File: config.mk
export PLATFORM = sky130hd
export DESIGN_NAME = exc_ctrl_flat
export DESIGN_NICKNAME = d
export VERILOG_FILES = /design/src/rtl/exc_ctrl_pkg.sv /design/src/rtl/exc_ctrl_if.sv /design/src/rtl/exc_ctrl_cp0_timer.sv /design/src/rtl/exc_ctrl.sv /design/src/flat_wrapper.sv
export SDC_FILE = /design/constraint.sdc
export NUM_CORES = 1
export LEC_CHECK = 0
export ABC_AREA = 1
export CORE_AREA = 4 4 150 152
export CTS_CLUSTER_DIAMETER = 150
export CTS_CLUSTER_SIZE = 28
export DETAILED_ROUTE_END_ITERATION = 6
export DIE_AREA = 0 0 154 156
export GPL_TIMING_DRIVEN = 0
export PLACE_DENSITY = 0.82
export SYNTH_ARGS = -nofsm -noshare
export SYNTH_HDL_FRONTEND = slang
export SYNTH_HIERARCHICAL = 1
export SYNTH_SLANG_ARGS = --single-unit
export TNS_END_PERCENT = 20
File: constraint.sdc
create_clock -name clk -period 2.8 [get_ports clk]
set_input_delay 0.28 -clock clk [delete_from_list [all_inputs] [get_ports clk]]
set_output_delay 0.28 -clock clk [all_outputs]
set_load 0.005 [all_outputs]
File: src/rtl/exc_ctrl_pkg.sv
// Shared CP0 register numbers, exception codes, field positions and
// the controller's state/event types.
package exc_ctrl_pkg;

    localparam logic [4:0] CP0_BADVADDR = 5'd8;
    localparam logic [4:0] CP0_COUNT    = 5'd9;
    localparam logic [4:0] CP0_COMPARE  = 5'd11;
    localparam logic [4:0] CP0_STATUS   = 5'd12;
    localparam logic [4:0] CP0_CAUSE    = 5'd13;
    localparam logic [4:0] CP0_EPC      = 5'd14;

    localparam logic [4:0] EXC_INT  = 5'd0;
    localparam logic [4:0] EXC_ADEL = 5'd4;
    localparam logic [4:0] EXC_ADES = 5'd5;
    localparam logic [4:0] EXC_SYS  = 5'd8;
    localparam logic [4:0] EXC_BP   = 5'd9;
    localparam logic [4:0] EXC_RI   = 5'd10;
    localparam logic [4:0] EXC_OV   = 5'd12;

    localparam int STATUS_BEV   = 22;
    localparam int STATUS_IM_LO = 8;
    localparam int STATUS_EXL   = 1;
    localparam int STATUS_IE    = 0;
    localparam int CAUSE_BD     = 31;
    localparam int CAUSE_TI     = 30;
    localparam int CAUSE_IP_LO  = 8;
    localparam int CAUSE_EXC_LO = 2;

    localparam logic [31:0] EXC_VECTOR_DEFAULT = 32'hBFC0_0380;

    typedef enum logic {IDLE, REDIRECT} state_t;
    typedef enum logic [1:0] {EV_NONE, EV_INT, EV_EXC, EV_ERET} event_t;

endpackage

File: src/rtl/exc_ctrl_if.sv
// M-stage exception/CP0 bundle between the pipeline (master) and the
// exception controller (slave).
interface exc_ctrl_if;
    logic        valid_M;
    logic [4:0]  exc_M;
    logic        adel_if_M;
    logic [31:0] pc_M;
    logic        bd_M;
    logic [31:0] badvaddr_M;
    logic        eret_M;
    logic        mtc0_we;
    logic [4:0]  cp0_addr;
    logic [31:0] cp0_wdata;
    logic [5:0]  hw_int;
    logic [31:0] cp0_rdata;
    logic        flush;
    logic        redirect_valid;
    logic [31:0] redirect_pc;
    logic        exl;

    modport master (
        output valid_M, exc_M, adel_if_M, pc_M, bd_M, badvaddr_M, eret_M,
        output mtc0_we, cp0_addr, cp0_wdata, hw_int,
        input  cp0_rdata, flush, redirect_valid, redirect_pc, exl
    );

    modport slave (
        input  valid_M, exc_M, adel_if_M, pc_M, bd_M, badvaddr_M, eret_M,
        input  mtc0_we, cp0_addr, cp0_wdata, hw_int,
        output cp0_rdata, flush, redirect_valid, redirect_pc, exl
    );
endinterface

File: src/rtl/exc_ctrl_cp0_timer.sv
// CP0 Count/Compare timer: Count advances every second clock, TI latches
// on a Count==Compare match and is cleared by a Compare write.
module exc_ctrl_cp0_timer (
    input  logic        clk,
    input  logic        resetn,
    input  logic        count_we,
    input  logic        compare_we,
    input  logic [31:0] wdata,
    output logic [31:0] count,
    output logic [31:0] compare,
    output logic        ti
);

    logic toggle;

    always_ff @(posedge clk or negedge resetn) begin
        if (!resetn) begin
            count   <= '0;
            compare <= '0;
            toggle  <= 1'b0;
            ti      <= 1'b0;
        end else begin
            if (count_we) begin
                count  <= wdata;
                toggle <= 1'b0;
            end else begin
                toggle <= ~toggle;
                if (toggle)
                    count <= count + 32'd1;
            end
            // A Compare of zero disarms the timer match.
            if (compare_we) begin
                compare <= wdata;
                ti      <= 1'b0;
            end else if (count == compare && compare != '0) begin
                ti <= 1'b1;
            end
        end
    end

endmodule

File: src/rtl/exc_ctrl.sv
// MEM-boundary exception/CP0 controller: takes interrupts, exceptions and
// ERET, keeps CP0 state and sequences a two-cycle flush/redirect.
module exc_ctrl
    import exc_ctrl_pkg::*;
#(
    parameter logic [31:0] EXC_VECTOR   = EXC_VECTOR_DEFAULT,
    parameter logic [31:0] STATUS_RESET = 32'h0040_0000
) (
    input logic        clk,
    input logic        resetn,
    exc_ctrl_if.slave  bus
);

    state_t      state;
    event_t      ev;
    logic [7:0]  im;
    logic        st_exl;
    logic        ie;
    logic        cause_bd;
    logic [1:0]  ip_sw;
    logic [4:0]  exc_code;
    logic [31:0] epc;
    logic [31:0] badvaddr;
    logic [31:0] target;
    logic [31:0] count;
    logic [31:0] compare;
    logic        ti;
    logic [7:0]  ip;
    logic        int_pend;
    logic        mtc0_ok;

    assign ip       = {bus.hw_int[5] | ti, bus.hw_int[4:0], ip_sw};
    assign int_pend = (|(ip & im)) & ie & ~st_exl;

    always_comb begin
        ev = EV_NONE;
        if (resetn && state == IDLE && bus.valid_M) begin
            if (int_pend)
                ev = EV_INT;
            else if (bus.exc_M != EXC_INT)
                ev = EV_EXC;
            else if (bus.eret_M)
                ev = EV_ERET;
        end
    end

    // An MTC0 in a flushed or event cycle never commits.
    assign mtc0_ok = bus.mtc0_we && state == IDLE && ev == EV_NONE;

    exc_ctrl_cp0_timer u_timer (
        .clk        (clk),
        .resetn     (resetn),
        .count_we   (mtc0_ok && bus.cp0_addr == CP0_COUNT),
        .compare_we (mtc0_ok && bus.cp0_addr == CP0_COMPARE),
        .wdata      (bus.cp0_wdata),
        .count      (count),
        .compare    (compare),
        .ti         (ti)
    );

    always_ff @(posedge clk or negedge resetn) begin
        if (!resetn) begin
            state    <= IDLE;
            im       <= STATUS_RESET[15:8];
            st_exl   <= STATUS_RESET[STATUS_EXL];
            ie       <= STATUS_RESET[STATUS_IE];
            cause_bd <= 1'b0;
            ip_sw    <= 2'b00;
            exc_code <= EXC_INT;
            epc      <= '0;
            badvaddr <= '0;
            target   <= '0;
        end else begin
            case (state)
                IDLE: begin
                    case (ev)
                        EV_INT, EV_EXC: begin
                            exc_code <= (ev == EV_INT) ? EXC_INT : bus.exc_M;
                            if (!st_exl) begin
                                epc      <= bus.bd_M ? bus.pc_M - 32'd4 : bus.pc_M;
                                cause_bd <= bus.bd_M;
                            end
                            st_exl <= 1'b1;
                            if (ev == EV_EXC && bus.exc_M == EXC_ADEL && bus.adel_if_M)
                                badvaddr <= bus.pc_M;
                            else if (ev == EV_EXC && (bus.exc_M == EXC_ADEL || bus.exc_M == EXC_ADES))
                                badvaddr <= bus.badvaddr_M;
                            target <= EXC_VECTOR;
                            state  <= REDIRECT;
                        end
                        EV_ERET: begin
                            st_exl <= 1'b0;
                            target <= epc;
                            state  <= REDIRECT;
                        end
                        default: begin
                            if (mtc0_ok) begin
                                case (bus.cp0_addr)
                                    CP0_STATUS: begin
                                        im     <= bus.cp0_wdata[15:8];
                                        st_exl <= bus.cp0_wdata[STATUS_EXL];
                                        ie     <= bus.cp0_wdata[STATUS_IE];
                                    end
                                    CP0_CAUSE: ip_sw <= bus.cp0_wdata[9:8];
                                    CP0_EPC:   epc   <= bus.cp0_wdata;
                                    default: ;
                                endcase
                            end
                        end
                    endcase
                end
                REDIRECT: state <= IDLE;
                default:  state <= IDLE;
            endcase
        end
    end

    always_comb begin
        bus.cp0_rdata = '0;
        case (bus.cp0_addr)
            CP0_BADVADDR: bus.cp0_rdata = badvaddr;
            CP0_COUNT:    bus.cp0_rdata = count;
            CP0_COMPARE:  bus.cp0_rdata = compare;
            CP0_STATUS: begin
                bus.cp0_rdata[STATUS_BEV]                    = 1'b1;
                bus.cp0_rdata[STATUS_IM_LO +: 8]             = im;
                bus.cp0_rdata[STATUS_EXL]                    = st_exl;
                bus.cp0_rdata[STATUS_IE]                     = ie;
            end
            CP0_CAUSE: begin
                bus.cp0_rdata[CAUSE_BD]                      = cause_bd;
                bus.cp0_rdata[CAUSE_TI]                      = ti;
                bus.cp0_rdata[CAUSE_IP_LO +: 8]              = ip;
                bus.cp0_rdata[CAUSE_EXC_LO +: 5]             = exc_code;
            end
            CP0_EPC:      bus.cp0_rdata = epc;
            default: ;
        endcase
    end

    assign bus.flush          = (ev != EV_NONE) || state == REDIRECT;
    assign bus.redirect_valid = (state == REDIRECT);
    assign bus.redirect_pc    = (state == REDIRECT) ? target : '0;
    assign bus.exl            = st_exl;

endmodule
File: src/flat_wrapper.sv
// flat-port wrapper written by rule: the top's interface ports become plain ports
module exc_ctrl_flat import exc_ctrl_pkg::*;
#(
    parameter logic [31:0] EXC_VECTOR   = EXC_VECTOR_DEFAULT,
    parameter logic [31:0] STATUS_RESET = 32'h0040_0000
)
  (clk, resetn, bus_valid_M, bus_exc_M, bus_adel_if_M, bus_pc_M, bus_bd_M, bus_badvaddr_M, bus_eret_M, bus_mtc0_we, bus_cp0_addr, bus_cp0_wdata, bus_hw_int, bus_cp0_rdata, bus_flush, bus_redirect_valid, bus_redirect_pc, bus_exl);
  exc_ctrl_if bus_i ();
  input logic clk;
  input logic resetn;
  input wire logic [$bits(bus_i.valid_M)-1:0] bus_valid_M;
  input wire logic [$bits(bus_i.exc_M)-1:0] bus_exc_M;
  input wire logic [$bits(bus_i.adel_if_M)-1:0] bus_adel_if_M;
  input wire logic [$bits(bus_i.pc_M)-1:0] bus_pc_M;
  input wire logic [$bits(bus_i.bd_M)-1:0] bus_bd_M;
  input wire logic [$bits(bus_i.badvaddr_M)-1:0] bus_badvaddr_M;
  input wire logic [$bits(bus_i.eret_M)-1:0] bus_eret_M;
  input wire logic [$bits(bus_i.mtc0_we)-1:0] bus_mtc0_we;
  input wire logic [$bits(bus_i.cp0_addr)-1:0] bus_cp0_addr;
  input wire logic [$bits(bus_i.cp0_wdata)-1:0] bus_cp0_wdata;
  input wire logic [$bits(bus_i.hw_int)-1:0] bus_hw_int;
  output wire logic [$bits(bus_i.cp0_rdata)-1:0] bus_cp0_rdata;
  output wire logic [$bits(bus_i.flush)-1:0] bus_flush;
  output wire logic [$bits(bus_i.redirect_valid)-1:0] bus_redirect_valid;
  output wire logic [$bits(bus_i.redirect_pc)-1:0] bus_redirect_pc;
  output wire logic [$bits(bus_i.exl)-1:0] bus_exl;
  assign bus_i.valid_M = bus_valid_M;
  assign bus_i.exc_M = bus_exc_M;
  assign bus_i.adel_if_M = bus_adel_if_M;
  assign bus_i.pc_M = bus_pc_M;
  assign bus_i.bd_M = bus_bd_M;
  assign bus_i.badvaddr_M = bus_badvaddr_M;
  assign bus_i.eret_M = bus_eret_M;
  assign bus_i.mtc0_we = bus_mtc0_we;
  assign bus_i.cp0_addr = bus_cp0_addr;
  assign bus_i.cp0_wdata = bus_cp0_wdata;
  assign bus_i.hw_int = bus_hw_int;
  assign bus_cp0_rdata = bus_i.cp0_rdata;
  assign bus_flush = bus_i.flush;
  assign bus_redirect_valid = bus_i.redirect_valid;
  assign bus_redirect_pc = bus_i.redirect_pc;
  assign bus_exl = bus_i.exl;
  exc_ctrl #(.EXC_VECTOR(EXC_VECTOR), .STATUS_RESET(STATUS_RESET)) u_core (.clk(clk), .resetn(resetn), .bus(bus_i));
endmodule
==> run_results.csv <==
group,metric,value,unit
clock_network,cts.sinks,181,
critical_path,cpPeakStageDelay,0.57,ns
place,place_area,0.0137,mm^2
layout,area_growth,26.9,%
detailed_routing,wl_per_cell,20.9,um
place,gp_routability_congestion,0.994,
layout,fin_nets,1976,
critical_path,worstPathArrival,2.54,ns
logic_synthesis,ys_seq_area_frac,0.394,
logic_synthesis,yosysMostFrequentCell,"nand2_1",
die,io-pin-count,186,
critical_path,endpoint_kind,"primary output",
logic_synthesis,synth.largest_area_cell,"dfrtp_1",
grt,grt_pass1_wl,67500,um
die,die_w,154,um
place,dpl.hpwl,35300,um
die,fp.dieH,156,um
grt,grt.total_usage,0.364,
critical_path,worstSetupPathType,"primary input to primary output",
grt,busiest_layer,"met2",
grt,met2_usage,0.601,
critical_path,cp_slowest_cell,"clkdlybuf4s50_1",
clock_network,insertion_delay,0.45,ns
timing,min_period,2.82,ns
detailed_routing,vias,12500,
power,ir_worst_vdd,0.461,mV
critical_path,endpoint,"bus_cp0_rdata[16]",
logic_synthesis,synth-async-reset-ratio,1.00,
layout,layout-drive-gt1-share,0.0875,
critical_path,critPathBufInv,4,
critical_path,crit_path_max_fanout,10,
critical_path,worstPathCellList,"clkdlybuf4s50_1 > nor2_2 > nand3_2 > inv_2 > buf_4 > nand2_1 > o2111ai_1 > clkdlybuf4s50_1",
clock_network,cts.htree.levels,4,
critical_path,crit_family,"buffers and inverters",
grt,grt_pass1_vias,11700,
detailed_routing,drtIter0Drc,1410,
power,total_leakage_power,6.78,nW
timing,fmax,354,MHz
timing,finalSetupTns,-0.0347,ns
clock_network,clk_pin_slew_worst_paths,0.07,ns
job,drv_cap,0,
logic_synthesis,synthFlopType,"dfrtp_1",
critical_path,critical_path_required,2.52,ns
grt,grt.met3_usage,0.0616,
critical_path,timing.rr.start,"u_core/im[1]",
logic_synthesis,netlist_top_cells_count,"nand2_1, inv_1, dfrtp_1",
detailed_routing,firstDrtPassIters,6,
grt,gr-total-overflow,0,
die,initial_utilization,0.547,
timing,setup_viol,3,
detailed_routing,viasPerCell,5.84,
detailed_routing,drt_wl_total,44800,um
critical_path,critPathLaunchType,"primary input",
logic_synthesis,synth_cells,1637,
logic_synthesis,netlist_area,0.0115,mm^2
timing,worst_slack,-0.0234,ns
place,portBuffers,184,
grt,antenna_found_initial,1,
logic_synthesis,netlist_top_cells_area,"dfrtp_1, nand2_1, inv_1",
power,power_density,587,mW/mm^2
layout,final_cell_area,0.0146,mm^2
logic_synthesis,synth_edf_count,0,
clock_network,tritoncts,"done",
critical_path,cp.depth,8,
timing,slew_viol_final,0,
timing,skew,0.00947,ns
logic_synthesis,ys.warnings.count,6,
die,dieArea,0.0240,mm^2
clock_network,root_buffer,"clkbuf_16",
status,outcome,"complete, but fails checks",
logic_synthesis,syn_nets,1763,
critical_path,crit_path_frequent_cell,"clkdlybuf4s50_1",
die,num_rows,53,
layout,nFillCells,1803,
timing,worstMarginPinSlew,0.641,ns
critical_path,crit_start,"bus_cp0_addr[4]",
logic_synthesis,syn_area_per_cell,7.02,um^2
timing,rsz0062_at_grt,"true",
critical_path,reg2reg_slack,0.09,ns
detailed_routing,ant_nets,0,
timing,hold_viol_final,0,
worst_hold_path,hold_path.class,"primary input to flip-flop",
logic_synthesis,synth_seq_cells,181,
grt,grt_max_degree,123,
logic_synthesis,synth_top_area_share,0.394,
logic_synthesis,yosysUniqueCellTypes,45,
status,violations,"setup timing",
critical_path,reg2reg_depth,16,
timing,period_share,1.01,
clock_network,cts_buffer_depth,2,
grt,use_met1,0.484,
clock_network,cts_buffers,17,
die,coreArea,0.0210,mm^2
critical_path,timing.rr.end,"u_core/epc[0]",
detailed_routing,drcViolationCount,0,
timing,slew_headroom,0.572,
how the worst min path moves through the flow:
stage                    start                      end  slack [ns]  cells after the start
2_1_floorplan           resetn       u_core/badvaddr[0]       -0.02                      0
3_3_place_gp   u_core/ip_sw[1]          u_core/ip_sw[1]        0.47                      2
3_5_place_dp            resetn  u_core/u_timer/count[2]        0.25                      1
4_1_cts          bus_adel_if_M       u_core/badvaddr[0]        0.38                      3
5_1_grt          bus_adel_if_M       u_core/badvaddr[0]        0.44                      3
6_report         bus_adel_if_M       u_core/badvaddr[0]        0.41                      3
cell usage in the layout (no fill, tap or decap), types with 7 or more instances in the layout:
cell type        instances
nand2_1                485
inv_1                  190
clkdlybuf4s50_1        183
dfrtp_1                181
nor2_1                 151
o21ai_0                 84
nand3_1                 70
a21oi_1                 50
o21ai_1                 47
a31oi_1                 41
o22ai_1                 35
clkbuf_1                29
nand4_1                 23
xor2_1                  22
a22oi_1                 22
xnor2_1                 21
clkbuf_16               17
o2111ai_1               17
buf_4                   16
buf_2                   14
mux2_2                  14
clkbuf_2                13
nor2_4                  12
inv_2                   11
o211ai_1                11
nor2_2                   9
nor3_1                   9
inv_6                    7
nand3_2                  7
where the power goes:
part / total (mW) / internal [mW] / switching, mW
logic: 2.21 / 0.904 / 1.30
registers: 3.77 / 3.10 / 0.673
clock network: 2.59 / 1.43 / 1.15
total: 8.56 / 5.43 / 3.13
registers in the layout, summed over array words and instances (netlist names), 2 cells and up:
signal	flops
u_core/exc_code	5
u_core/ip_sw	2
u_core/epc	32
u_core/target	32
u_core/badvaddr	32
u_core/im	8
u_core/u_timer/count	32
u_core/u_timer/compare	32
logic make-up after synthesis:
| kind of cell | after synthesis | share of synthesized area |
|---|---|---|
| xor+xnor | 43 | 0.0328 |
| simple gates | 789 | 0.291 |
| flops | 181 | 0.394 |
| buf+inv | 282 | 0.0965 |
| compound gates | 321 | 0.165 |
| fa+ha+maj | 7 | 0.00762 |
| mux | 14 | 0.0137 |
metal layers:
metal / routed length (um) / vias to the layer above
met2: 21200 / 752
li1: - / 5781
met3: 4340 / 120
met5: 0 / -
met4: 1820 / 0
met1: 17500 / 5838
metrics by stage:
| stage | setup WS [ns] | hold slack (ns) | utilization | instances | total power [mW] |
|---|---|---|---|---|---|
| final | -0.0234 | 0.412 | 0.694 | 2139 | 8.56 |
| after global routing | -0.0684 | 0.443 | 0.694 | 2139 | 8.93 |
| after CTS | -0.0282 | 0.377 | 0.686 | 2131 | 8.44 |
| after detailed placement | -0.977 | 0.254 | 0.652 | 2097 | 5.86 |
| after global placement | -6.72 | 0.471 | 0.651 | 2096 | 5.79 |
| after floorplan | 0.443 | -0.0156 | - | 1637 | 4.84 |
timing repair:
item	CTS	global route
pin swaps	0	4
gates resized for setup	22	52
setup endpoints to repair	166	196
buffers inserted	0	8
hold buffers	2	0
hold endpoints to repair	59	0
cloned	0	0
worst register-to-register path: cells and delay by family, from the launching register on:
kind | cells | cell delay, ns
compound gates | 5 | 0.68
simple gates | 4 | 0.51
fa+ha+maj | 1 | 0.35
flops | 1 | 0.39
buf+inv | 6 | 0.64
final cells by class:
type	count	area [um^2]	area share
multi-input combinational	1174	5950	0.408
antenna	1	2.50	0.000172
clock buffer	18	429	0.0294
sequential	181	4530	0.311
tap	275	344	0.0236
timing repair buffer	195	1970	0.135
buffer	77	398	0.0273
inverter	204	774	0.0531
clock inverter	14	185	0.0127
Power figures use the tool's default switching activity.
